===== config.mk =====
export PLATFORM = sky130hd
export DESIGN_NAME = mis_stimulus_gen
export DESIGN_NICKNAME = d
export VERILOG_FILES = /design/src/rtl/mis_stimulus_gen.sv
export SDC_FILE = /design/constraint.sdc
export NUM_CORES = 1
export LEC_CHECK = 0
export CAP_MARGIN = 20
export CELL_PAD_IN_SITES_DETAIL_PLACEMENT = 0
export CELL_PAD_IN_SITES_GLOBAL_PLACEMENT = 1
export CORE_MARGIN = 3
export CORE_UTILIZATION = 48
export DETAILED_ROUTE_END_ITERATION = 12
export HOLD_SLACK_MARGIN = 0.12
export PLACE_DENSITY = 0.87
export RECOVER_POWER = 25
export SKIP_CTS_REPAIR_TIMING = 1
export SYNTH_ARGS = -nofsm -noshare
export SYNTH_HDL_FRONTEND = slang
export SYNTH_SLANG_ARGS = --single-unit

===== constraint.sdc =====
create_clock -name clk -period 3.8 [get_ports clk]
set_clock_uncertainty 0.2 [all_clocks]
set_input_delay 0.76 -clock clk [delete_from_list [all_inputs] [get_ports clk]]
set_output_delay 0.76 -clock clk [all_outputs]
set_load 0.01 [all_outputs]

===== src/rtl/mis_stimulus_gen.sv =====
// Launch/capture engine for multiple-input-switching delay characterisation of a NOR/inverter chain.
// Optional delta_b sweep (cfg_sweep_n / sweep_last ports) is compiled in with `define MIS_SWEEP_EN.
module mis_stimulus_gen #(
  parameter int CNT_W       = 8,
  parameter int LAT_W       = 16,
  parameter int SYNC_STAGES = 2,
  parameter int SETTLE      = 4
) (
  input  logic             clk,
  input  logic             rst_n,
  input  logic             start,
  input  logic             cfg_dir,
  input  logic [CNT_W-1:0] cfg_delta_a,
  input  logic [CNT_W-1:0] cfg_delta_b,
`ifdef MIS_SWEEP_EN
  input  logic [CNT_W-1:0] cfg_sweep_n,
  output logic             sweep_last,
`endif
  output logic             stim_a1,
  output logic             stim_a2,
  input  logic             resp_in,
  output logic             busy,
  output logic             done,
  output logic [LAT_W-1:0] lat_out,
  output logic             timeout
);

  typedef enum logic [1:0] {S_IDLE, S_PRE, S_LAUNCH, S_RESTORE} state_e;

  localparam int CMP_W = (CNT_W > LAT_W) ? CNT_W : LAT_W;
  localparam int PRE_W = (SETTLE > 1) ? $clog2(SETTLE) : 1;
  localparam logic [LAT_W-1:0] LAT_MAX = {LAT_W{1'b1}};

  state_e state_q, state_d;
  logic dir_q, dir_d;
  logic [CNT_W-1:0] da_q, da_d;
  logic [CNT_W-1:0] db_q, db_d;
  logic [PRE_W-1:0] pre_cnt_q, pre_cnt_d;
  logic [LAT_W-1:0] lat_cnt_q, lat_cnt_d;
  logic sw_a_q, sw_a_d;
  logic sw_b_q, sw_b_d;
  logic det_q, det_d;
  logic [LAT_W-1:0] lat_cap_q, lat_cap_d;
  logic stim_a1_q, stim_a1_d;
  logic stim_a2_q, stim_a2_d;
  logic busy_q, busy_d;
  logic done_q, done_d;
  logic [LAT_W-1:0] lat_out_q, lat_out_d;
  logic timeout_q, timeout_d;
  logic [SYNC_STAGES-1:0] sync_q, sync_d;

  logic tgt;
  logic at_max;
  logic hit;
  logic last_iter;

`ifdef MIS_SWEEP_EN
  logic [CNT_W-1:0] sweep_n_q, sweep_n_d;
  logic [CNT_W-1:0] iter_q, iter_d;
  logic sweep_last_q, sweep_last_d;
  assign last_iter  = (iter_q == sweep_n_q);
  assign sweep_last = sweep_last_q;
`else
  assign last_iter = 1'b1;
`endif

  // Target level is the opposite of the pre-launch level; resp is only trusted after synchronising.
  assign tgt    = ~dir_q;
  assign at_max = (lat_cnt_q == LAT_MAX);
  assign hit    = (sync_q[SYNC_STAGES-1] == tgt);

  always_comb sync_d = {sync_q[SYNC_STAGES-2:0], resp_in};

  always_comb begin
    state_d   = state_q;
    dir_d     = dir_q;
    da_d      = da_q;
    db_d      = db_q;
    pre_cnt_d = pre_cnt_q;
    lat_cnt_d = lat_cnt_q;
    sw_a_d    = sw_a_q;
    sw_b_d    = sw_b_q;
    det_d     = det_q;
    lat_cap_d = lat_cap_q;
    stim_a1_d = stim_a1_q;
    stim_a2_d = stim_a2_q;
    busy_d    = busy_q;
    done_d    = 1'b0;
    lat_out_d = lat_out_q;
    timeout_d = timeout_q;
`ifdef MIS_SWEEP_EN
    sweep_n_d    = sweep_n_q;
    iter_d       = iter_q;
    sweep_last_d = 1'b0;
`endif
    unique case (state_q)
      S_IDLE: begin
        stim_a1_d = 1'b0;
        stim_a2_d = 1'b0;
        if (start) begin
          dir_d     = cfg_dir;
          da_d      = cfg_delta_a;
          db_d      = cfg_delta_b;
          busy_d    = 1'b1;
          pre_cnt_d = '0;
          stim_a1_d = cfg_dir;
          stim_a2_d = cfg_dir;
          state_d   = S_PRE;
`ifdef MIS_SWEEP_EN
          sweep_n_d = cfg_sweep_n;
          iter_d    = '0;
`endif
        end
      end
      S_PRE: begin
        if (pre_cnt_q == PRE_W'(SETTLE - 1)) begin
          lat_cnt_d = '0;
          sw_a_d    = 1'b0;
          sw_b_d    = 1'b0;
          det_d     = 1'b0;
          state_d   = S_LAUNCH;
        end else begin
          pre_cnt_d = pre_cnt_q + PRE_W'(1);
        end
      end
      S_LAUNCH: begin
        if (!at_max) lat_cnt_d = lat_cnt_q + LAT_W'(1);
        // A delta beyond the counter range is forced through once the counter saturates.
        if (!sw_a_q && ((CMP_W'(lat_cnt_q) == CMP_W'(da_q)) || at_max)) begin
          sw_a_d    = 1'b1;
          stim_a1_d = tgt;
        end
        if (!sw_b_q && ((CMP_W'(lat_cnt_q) == CMP_W'(db_q)) || at_max)) begin
          sw_b_d    = 1'b1;
          stim_a2_d = tgt;
        end
        if (hit && !det_q) begin
          det_d     = 1'b1;
          lat_cap_d = lat_cnt_q;
        end
        if (sw_a_q && sw_b_q && (det_q || hit || at_max)) begin
          stim_a1_d = 1'b0;
          stim_a2_d = 1'b0;
          done_d    = 1'b1;
          busy_d    = !last_iter;
          lat_out_d = det_q ? lat_cap_q : (hit ? lat_cnt_q : LAT_MAX);
          timeout_d = !(det_q || hit);
          state_d   = S_RESTORE;
`ifdef MIS_SWEEP_EN
          sweep_last_d = last_iter;
`endif
        end
      end
      S_RESTORE: begin
        state_d = S_IDLE;
`ifdef MIS_SWEEP_EN
        if (!last_iter) begin
          iter_d    = iter_q + CNT_W'(1);
          db_d      = db_q + CNT_W'(1);
          pre_cnt_d = '0;
          stim_a1_d = dir_q;
          stim_a2_d = dir_q;
          state_d   = S_PRE;
        end
`endif
      end
      default: state_d = S_IDLE;
    endcase
  end

  always_ff @(posedge clk or negedge rst_n) begin
    if (!rst_n) begin
      state_q   <= S_IDLE;
      dir_q     <= 1'b0;
      da_q      <= '0;
      db_q      <= '0;
      pre_cnt_q <= '0;
      lat_cnt_q <= '0;
      sw_a_q    <= 1'b0;
      sw_b_q    <= 1'b0;
      det_q     <= 1'b0;
      lat_cap_q <= '0;
      stim_a1_q <= 1'b0;
      stim_a2_q <= 1'b0;
      busy_q    <= 1'b0;
      done_q    <= 1'b0;
      lat_out_q <= '0;
      timeout_q <= 1'b0;
      sync_q    <= '0;
`ifdef MIS_SWEEP_EN
      sweep_n_q    <= '0;
      iter_q       <= '0;
      sweep_last_q <= 1'b0;
`endif
    end else begin
      state_q   <= state_d;
      dir_q     <= dir_d;
      da_q      <= da_d;
      db_q      <= db_d;
      pre_cnt_q <= pre_cnt_d;
      lat_cnt_q <= lat_cnt_d;
      sw_a_q    <= sw_a_d;
      sw_b_q    <= sw_b_d;
      det_q     <= det_d;
      lat_cap_q <= lat_cap_d;
      stim_a1_q <= stim_a1_d;
      stim_a2_q <= stim_a2_d;
      busy_q    <= busy_d;
      done_q    <= done_d;
      lat_out_q <= lat_out_d;
      timeout_q <= timeout_d;
      sync_q    <= sync_d;
`ifdef MIS_SWEEP_EN
      sweep_n_q    <= sweep_n_d;
      iter_q       <= iter_d;
      sweep_last_q <= sweep_last_d;
`endif
    end
  end

  assign stim_a1 = stim_a1_q;
  assign stim_a2 = stim_a2_q;
  assign busy    = busy_q;
  assign done    = done_q;
  assign lat_out = lat_out_q;
  assign timeout = timeout_q;

endmodule

==> out/qor.txt, run 1 <==
TIMING
------------------------------------------------------------------------------------
Highest clock rate                                                           357 MHz
Final Max Slew Viols                                                              80
Setup TNS                                                                       0 ns
Final critical delay including setup and external delays                     2.80 ns
Remaining max-slew budget at the tightest pin                                 -0.253
Number of hold-slack violations in the final timing report                         0
Count of final setup violators                                                     0
Final period utilization                                                       0.738
Actual transition at the worst max-transition pin                            1.88 ns
Final worst-path setup slack                                                0.997 ns
Unrepaired setup endpoints after global routing                                   no

PLACEMENT
------------------------------------------------------------------------------------
Final RePlAce weighted congestion                                              0.819
Input/output buffers                                                              41
Pre-CTS setup slack                                                          1.00 ns
Detailed Place HPWL                                                          5130 µm

WORST SETUP PATH
------------------------------------------------------------------------------------
Source of the worst register-to-register timing path                      state_q[0]
Cell depth of the worst flop-to-flop path                                          8
Kind of cell with the highest combined delay on the critical path        adder cells
Critical-path top delay cell                                            sky130_fd_sc_hd__ha_1
Capturing element type of the critical path                                flip-flop
Critical-path cell list                                                 inv_1 -> ha_1 -> mux2_2 -> nand3_1 -> a211oi_2 -> nand4_1 -> xor2_1 -> nor2_1
Capture point of the worst reg-to-reg path                              lat_cnt_q[9]
CP Data Required Time                                                        3.82 ns
Arrival time of data at the critical path endpoint                           2.82 ns
Worst reg2reg setup slack                                                     1.0 ns
Maximum single-stage delay on the critical path                              0.61 ns
Largest fanout on the critical path                                               20
Count of buffering cells on the critical path with inverters included              1
Path type of the worst setup path                                         reg -> reg
Startpoint type of the worst setup path                                    flip-flop

FINAL LAYOUT
------------------------------------------------------------------------------------
Multi-input gate area                                                       1650 µm²
Count of nets after finishing                                                    409
Util after Layout                                                              0.597
Diodes inserted                                                                    0
Total of fill cells in the finished design                                       639
Area growth from synthesis to layout                                           17.9%
Fraction of layout cells with a size suffix above 1                            0.155
Area taken by flip-flops and latches                                        1980 µm²

CTS
------------------------------------------------------------------------------------
Skew-Pair Late Insertion Delay                                               0.35 ns
Total clock sinks                                                                 79
TritonCTS clock tree                                                            done
CTS max path bufs                                                                  2
Clock-pin transition on the worst setup and hold timing paths                0.08 ns
Number of H-tree branching levels                                                  3
Clock root cell                                                         sky130_fd_sc_hd__clkbuf_8
Number of buffers inserted during clock tree synthesis                             9

OUTCOME
------------------------------------------------------------------------------------
Violations in the final reports                                         max-capacitance violations, max-slew violations
Run status                                                              finished with violations

SYNTH
------------------------------------------------------------------------------------
Prevailing post-synth register cell                                     sky130_fd_sc_hd__dfrtp_1
Yosys warning count                                                                0
Dominant cells by area after synthesis                                  sky130_fd_sc_hd__dfrtp_1, sky130_fd_sc_hd__mux2_2, sky130_fd_sc_hd__xor2_1, sky130_fd_sc_hd__nand2_1, sky130_fd_sc_hd__o21ai_0
Part of the Yosys area used for sequential elements                            0.525
Proportion of netlist area held by the largest area contributor                0.525
Cell count after synthesis                                                       356
Synthesized netlist net count                                                    382
Area leader, netlist                                                    sky130_fd_sc_hd__dfrtp_1
Number of flops mapped to enable cells by yosys                                    0
Fraction of registers with async set/reset                                      1.00
Count of cell types in the netlist                                                40
Synth Area per Inst                                                         10.6 µm²
Top post-synthesis cells by count                                       sky130_fd_sc_hd__dfrtp_1, sky130_fd_sc_hd__nand2_1, sky130_fd_sc_hd__mux2_2
Cell area after synthesis                                                   3770 µm²
Top-count cell post-synth                                               sky130_fd_sc_hd__dfrtp_1
Post-synthesis register bit count                                                 79

FLOORPLAN
------------------------------------------------------------------------------------
Total die area                                                              8950 µm²
Initial cell density of the core                                               0.506
Vertical extent of the die                                                   94.6 µm
Standard-cell rows                                                                31
Io pins                                                                           42
Chip width                                                                   94.6 µm
Core Footprint                                                              7450 µm²

GLOBAL ROUTE
------------------------------------------------------------------------------------
Vias in the first global route                                                  2606
Aggregate global routing overflow                                                  0
Antenna violations before repair                                                   0
Pin count of the biggest net entering global routing                              80
Wire length of the first global-routing pass                                12400 µm
Global-route usage over all layers                                             0.179

DETAILED ROUTING
------------------------------------------------------------------------------------
Number of iterations in the first detailed-routing pass                            5
First-iteration detailed-routing DRC count                                       134
Residual DRC                                                                       0
Average wire length per cell after detail routing                            14.9 µm
Post-DRT Antenna Nets                                                              0
Wire length reported by the detailed router                                  7250 µm
Vias                                                                            2675
Via density                                                                     5.49

WORST HOLD PATH
------------------------------------------------------------------------------------
Min-delay src                                                              sync_q[0]
Min-Delay Endpoint                                                         sync_q[1]
Class of the most critical hold timing path                               reg -> reg
Worst hold stages                                                                  0

POWER AND IR DROP
------------------------------------------------------------------------------------
Power per cell area                                                       606 nW/µm²
Reported leakage power                                                       1.99 nW
IR drop worst, VDD                                                          0.330 mV

JOB
------------------------------------------------------------------------------------
Max-cap violations                                                                 1

power breakdown:
part | leakage, nW | internal (mW) | switching, mW | total, mW
Clock | 0.125 | 0.446 | 0.320 | 0.766
Combinational | 0.821 | 0.396 | 0.413 | 0.809
Sequential | 1.04 | 0.991 | 0.128 | 1.12
flip-flops by register name (all words and copies together), names as in the netlist:
| signal | flops |
|---|---|
| busy | 1 |
| da_q | 8 |
| db_q | 8 |
| det_q | 1 |
| dir_q | 1 |
| done | 1 |
| lat_cap_q | 16 |
| lat_cnt_q | 16 |
| lat_out | 16 |
| pre_cnt_q | 2 |
| state_q | 2 |
| stim_a1 | 1 |
| stim_a2 | 1 |
| sw_a_q | 1 |
| sw_b_q | 1 |
| sync_q | 2 |
| timeout | 1 |
routing by layer:
metal	vias up	part of all wire	GRT usage
met5	-	0	0
met4	0	0.015	0.0685
met3	9	0.055	0.0311
met2	73	0.47	0.288
met1	1284	0.46	0.240
li1	1309	-	-
layout by cell type (no fill, tap or decap), types with 2 or more instances in the layout:
master,synthesis,layout
sky130_fd_sc_hd__mux2_2,36,36
sky130_fd_sc_hd__and3_1,4,4
sky130_fd_sc_hd__o22ai_1,16,16
sky130_fd_sc_hd__inv_1,7,7
sky130_fd_sc_hd__xnor2_1,11,11
sky130_fd_sc_hd__nand2_1,41,41
sky130_fd_sc_hd__o21ai_1,4,4
sky130_fd_sc_hd__dfrtp_1,79,79
sky130_fd_sc_hd__a32oi_1,2,2
sky130_fd_sc_hd__a211oi_2,2,2
sky130_fd_sc_hd__bufinv_16,0,3
sky130_fd_sc_hd__nor2_1,22,22
sky130_fd_sc_hd__nand3_1,10,10
sky130_fd_sc_hd__nor4_1,6,6
sky130_fd_sc_hd__nand2b_1,2,2
sky130_fd_sc_hd__nor3_1,4,4
sky130_fd_sc_hd__ha_1,5,5
sky130_fd_sc_hd__nand4_1,8,8
sky130_fd_sc_hd__xor2_1,19,19
sky130_fd_sc_hd__clkdlybuf4s50_1,0,39
sky130_fd_sc_hd__o21ai_0,25,25
sky130_fd_sc_hd__a21oi_1,10,10
sky130_fd_sc_hd__clkbuf_8,0,9
sky130_fd_sc_hd__inv_6,0,4
sky130_fd_sc_hd__a22oi_1,3,3
worst register-to-register path, cell delays in order, from the launching register on:
cell and delay [ns]:
sky130_fd_sc_hd__dfrtp_1 0.41, sky130_fd_sc_hd__inv_1 0.09, sky130_fd_sc_hd__ha_1 0.61, sky130_fd_sc_hd__mux2_2 0.31, sky130_fd_sc_hd__nand3_1 0.15, sky130_fd_sc_hd__a211oi_2 0.52, sky130_fd_sc_hd__nand4_1 0.17, sky130_fd_sc_hd__xor2_1 0.16
sky130_fd_sc_hd__nor2_1 0.05
metrics by stage:
step                power [mW]  hold slack (ns)  instance area [µm²]  cells
floorplan                 1.74            0.131                 3770    356
global placement          1.92            0.133                 4200    471
detailed placement        1.96            0.141                 4200    471
CTS                       2.72            0.161                 4450    487
global route              2.87            0.176                 4440    487
finish                    2.69            0.159                 4440    487
final cells by class:
cell class | instances | share of cell area
flip-flops and latches | 79 | 0.445
multi-input cells | 243 | 0.371
repair buffers | 42 | 0.0929
clock inverters | 7 | 0.0282
clock buffers | 9 | 0.0279
well taps | 99 | 0.0279
inverters | 8 | 0.00676
cells by family after synthesis:
logic type	count (synthesis)	share of synthesized area
and+or+nand+nor	105	0.135
muxes	37	0.110
AOI/OAI and AO/OA	66	0.106
DFF	79	0.525
adders and majority gates	5	0.0166
xor gates and xnor gates	30	0.0697
buffers and inverters	34	0.0375
how the worst max path moves through the flow:
stage / endpoint / cells past startpoint / from
2_1_floorplan: stim_a1 / 7 / lat_cnt_q[0]
3_3_place_gp: lat_cnt_q[9] / 8 / state_q[0]
3_5_place_dp: lat_cnt_q[13] / 8 / state_q[0]
4_1_cts: lat_cnt_q[13] / 8 / state_q[0]
5_1_grt: lat_cnt_q[13] / 8 / state_q[0]
6_report: lat_cnt_q[9] / 8 / state_q[0]
Note: power is estimated with default switching activity, not from simulation.
==> run 2, diff against run 1 <==
--- a/config.mk
+++ b/config.mk
@@ -9,10 +9,10 @@
 export CELL_PAD_IN_SITES_DETAIL_PLACEMENT = 0
 export CELL_PAD_IN_SITES_GLOBAL_PLACEMENT = 1
 export CORE_MARGIN = 3
-export CORE_UTILIZATION = 48
+export CORE_UTILIZATION = 40
 export DETAILED_ROUTE_END_ITERATION = 12
 export HOLD_SLACK_MARGIN = 0.12
-export PLACE_DENSITY = 0.87
+export PLACE_DENSITY = 0.78
 export RECOVER_POWER = 25
 export SKIP_CTS_REPAIR_TIMING = 1
 export SYNTH_ARGS = -nofsm -noshare
==> constraint.sdc (replaced) <==
create_clock -name clk -period 2.3 [get_ports clk]
set_clock_uncertainty 0.2 [all_clocks]
set_input_delay 0.46 -clock clk [delete_from_list [all_inputs] [get_ports clk]]
set_output_delay 0.46 -clock clk [all_outputs]
set_load 0.01 [all_outputs]
==> run 2 against run 1 <==
Net effect: the run now ends clean; non-clock buffer count is 28 higher; critical path depth shrank 2; cell count rose by 7.6%; clock power grew 21%; sequential share of layout area decreased by 1.7 points; highest routed layer unchanged.
==> out/qor.txt, run 2 (synthesized netlist as in run 1, its figures left out) <==
OUTCOME
------------------------------------------------------------------------------------
Run status                                                              complete, no violations

FINAL LAYOUT
------------------------------------------------------------------------------------
Fraction of layout cells with a size suffix above 1                            0.216
Final cell count without fillers                                                 524
Count of nets after finishing                                                    437
Diodes inserted                                                                    0
Util after Layout                                                              0.518
Area growth from synthesis to layout                                           22.7%
Top library cells by usage in the layout, fill and taps aside           sky130_fd_sc_hd__dfrtp_1, sky130_fd_sc_hd__nand2_1, sky130_fd_sc_hd__clkdlybuf4s50_1
Leading cell type in the layout, fill and taps excluded                 sky130_fd_sc_hd__dfrtp_1
Total of fill cells in the finished design                                       809

WORST HOLD PATH
------------------------------------------------------------------------------------
Min-Delay Endpoint                                                         sync_q[1]
Worst hold stages                                                                  0
Min-delay src                                                              sync_q[0]
Class of the most critical hold timing path                               reg -> reg

DETAILED ROUTING
------------------------------------------------------------------------------------
Residual DRC                                                                       0
Post-DRT Antenna Nets                                                              0
Wire length reported by the detailed router                                  7700 µm
Vias                                                                            2777
Number of iterations in the first detailed-routing pass                            4
First-iteration detailed-routing DRC count                                       119
Average wire length per cell after detail routing                            14.7 µm
Via density                                                                     5.30

POWER AND IR DROP
------------------------------------------------------------------------------------
Flop pwr share                                                                 0.426
Reported leakage power                                                       2.10 nW
Internal Dissipation                                                         2.78 mW
Clk network pwr share                                                          0.218
IR drop worst, VDD                                                          0.480 mV
Net switching power figure                                                   1.47 mW
Power per cell area                                                       918 nW/µm²
Switching part of the total                                                    0.345
Combinational share of power                                                   0.356
Total power draw                                                             4.24 mW

CTS
------------------------------------------------------------------------------------
Clock-pin transition on the worst setup and hold timing paths                0.09 ns
Clock root cell                                                         sky130_fd_sc_hd__clkbuf_8
Total clock sinks                                                                 79
TritonCTS clock tree                                                            done
CTS max path bufs                                                                  2
Number of H-tree branching levels                                                  3
Skew-Pair Late Insertion Delay                                               0.35 ns
Number of buffers inserted during clock tree synthesis                             9

WORST SETUP PATH
------------------------------------------------------------------------------------
Startpoint type of the worst setup path                                    flip-flop
Launching instance or port of the critical path                         lat_cnt_q[10]
Largest fanout on the critical path                                                7
Arrival time of data at the critical path endpoint                           2.19 ns
Critical-path top delay cell                                            sky130_fd_sc_hd__dfrtp_1
Worst reg2reg setup slack                                                    0.15 ns
Maximum single-stage delay on the critical path                              0.48 ns
CP Data Required Time                                                        2.34 ns
Cell depth of the worst flop-to-flop path                                          6
Path type of the worst setup path                                         reg -> reg
Critical-path cell list                                                 nor4_1 -> nand4_1 -> nor4_2 -> a32oi_1 -> nand2_1 -> mux2_2
Capture point of the worst reg-to-reg path                                   stim_a2
Capturing element type of the critical path                                flip-flop
Kind of cell with the highest combined delay on the critical path       simple AND/OR/NAND/NOR gates
Source of the worst register-to-register timing path                    lat_cnt_q[10]
Count of buffering cells on the critical path with inverters included              0

FLOORPLAN
------------------------------------------------------------------------------------
Io pins                                                                           42
Core Footprint                                                              8930 µm²
Vertical extent of the die                                                    103 µm
Standard-cell rows                                                                34
Chip width                                                                    103 µm
Initial cell density of the core                                               0.422
Total die area                                                             10600 µm²

PLACEMENT
------------------------------------------------------------------------------------
Number of placed instances with taps included                                    507
Input/output buffers                                                              41
Detailed Place HPWL                                                          5530 µm
Pre-CTS setup slack                                                         0.153 ns
Final RePlAce weighted congestion                                              0.815

TIMING
------------------------------------------------------------------------------------
Final critical delay including setup and external delays                     2.15 ns
Final period utilization                                                       0.937
Count of final setup violators                                                     0
Highest clock rate                                                           464 MHz
Remaining max-slew budget at the tightest pin                                  0.282
Number of hold-slack violations in the final timing report                         0
Unrepaired setup endpoints after global routing                                  yes
Setup TNS                                                                       0 ns
Actual transition at the worst max-transition pin                            1.08 ns
Final worst-path setup slack                                                0.146 ns
Final Max Slew Viols                                                               0

GLOBAL ROUTE
------------------------------------------------------------------------------------
Antenna violations before repair                                                   0
Aggregate global routing overflow                                                  0
Pin count of the biggest net entering global routing                              44
Wire length of the first global-routing pass                                13100 µm
Global-route usage over all layers                                             0.160
Vias in the first global route                                                  2730

JOB
------------------------------------------------------------------------------------
Max-cap violations                                                                 0

run 2: cell count changes in the layout (fill, tap and decap cells not counted), sizes merged, moves of 2 or more:
cell      delta
clkinv       +3
bufinv       -3
inv          -3
buf         +27
clkinvlp     +2
run 2: area by class of cell:
type,count,area (µm²),share of cell area
Multi-Input combinational cell,243,1670,0.361
Tap cell,108,135,0.0292
Inverter,8,30.0,0.00649
Clock buffer,10,128,0.0276
Timing Repair Buffer,70,638,0.138
Clock inverter,6,46.3,0.0100
Sequential cell,79,1980,0.427
run 2: power groups by stage:
stage / Combinational [mW] / Clock [mW] / Sequential [mW]
global placement: 1.47 / 0 / 1.82
finish: 1.51 / 0.927 / 1.81
detailed placement: 1.51 / 0 / 1.84
floorplan: 1.08 / 0 / 1.80
CTS: 1.52 / 0.955 / 1.81
global route: 1.70 / 1.01 / 1.84
run 2: worst max-delay path by stage:
stage	endpoint	slack, ns	cells after the start
3_3_place_gp	stim_a2	0.17	6
4_1_cts	stim_a2	0.12	6
3_5_place_dp	stim_a2	0.15	6
6_report	stim_a2	0.15	6
2_1_floorplan	stim_a1	0.13	7
5_1_grt	stim_a1	-0.006	6
run 2: per-stage QoR:
step	hold slack, ns	area, µm²
floorplan	-0.0356	3770
global placement	0.132	4420
detailed placement	0.137	4420
CTS	-0.0997	4600
global route	0.176	4620
finish	0.155	4620
run 2: layer usage:
| metal | global-route usage | part of all wire | vias up |
|---|---|---|---|
| met3 | 0.0426 | 0.044 | 7 |
| met2 | 0.244 | 0.44 | 66 |
| met5 | 0 | 0 | - |
| li1 | - | - | 1370 |
| met1 | 0.224 | 0.50 | 1334 |
| met4 | 0.0498 | 0.013 | 0 |
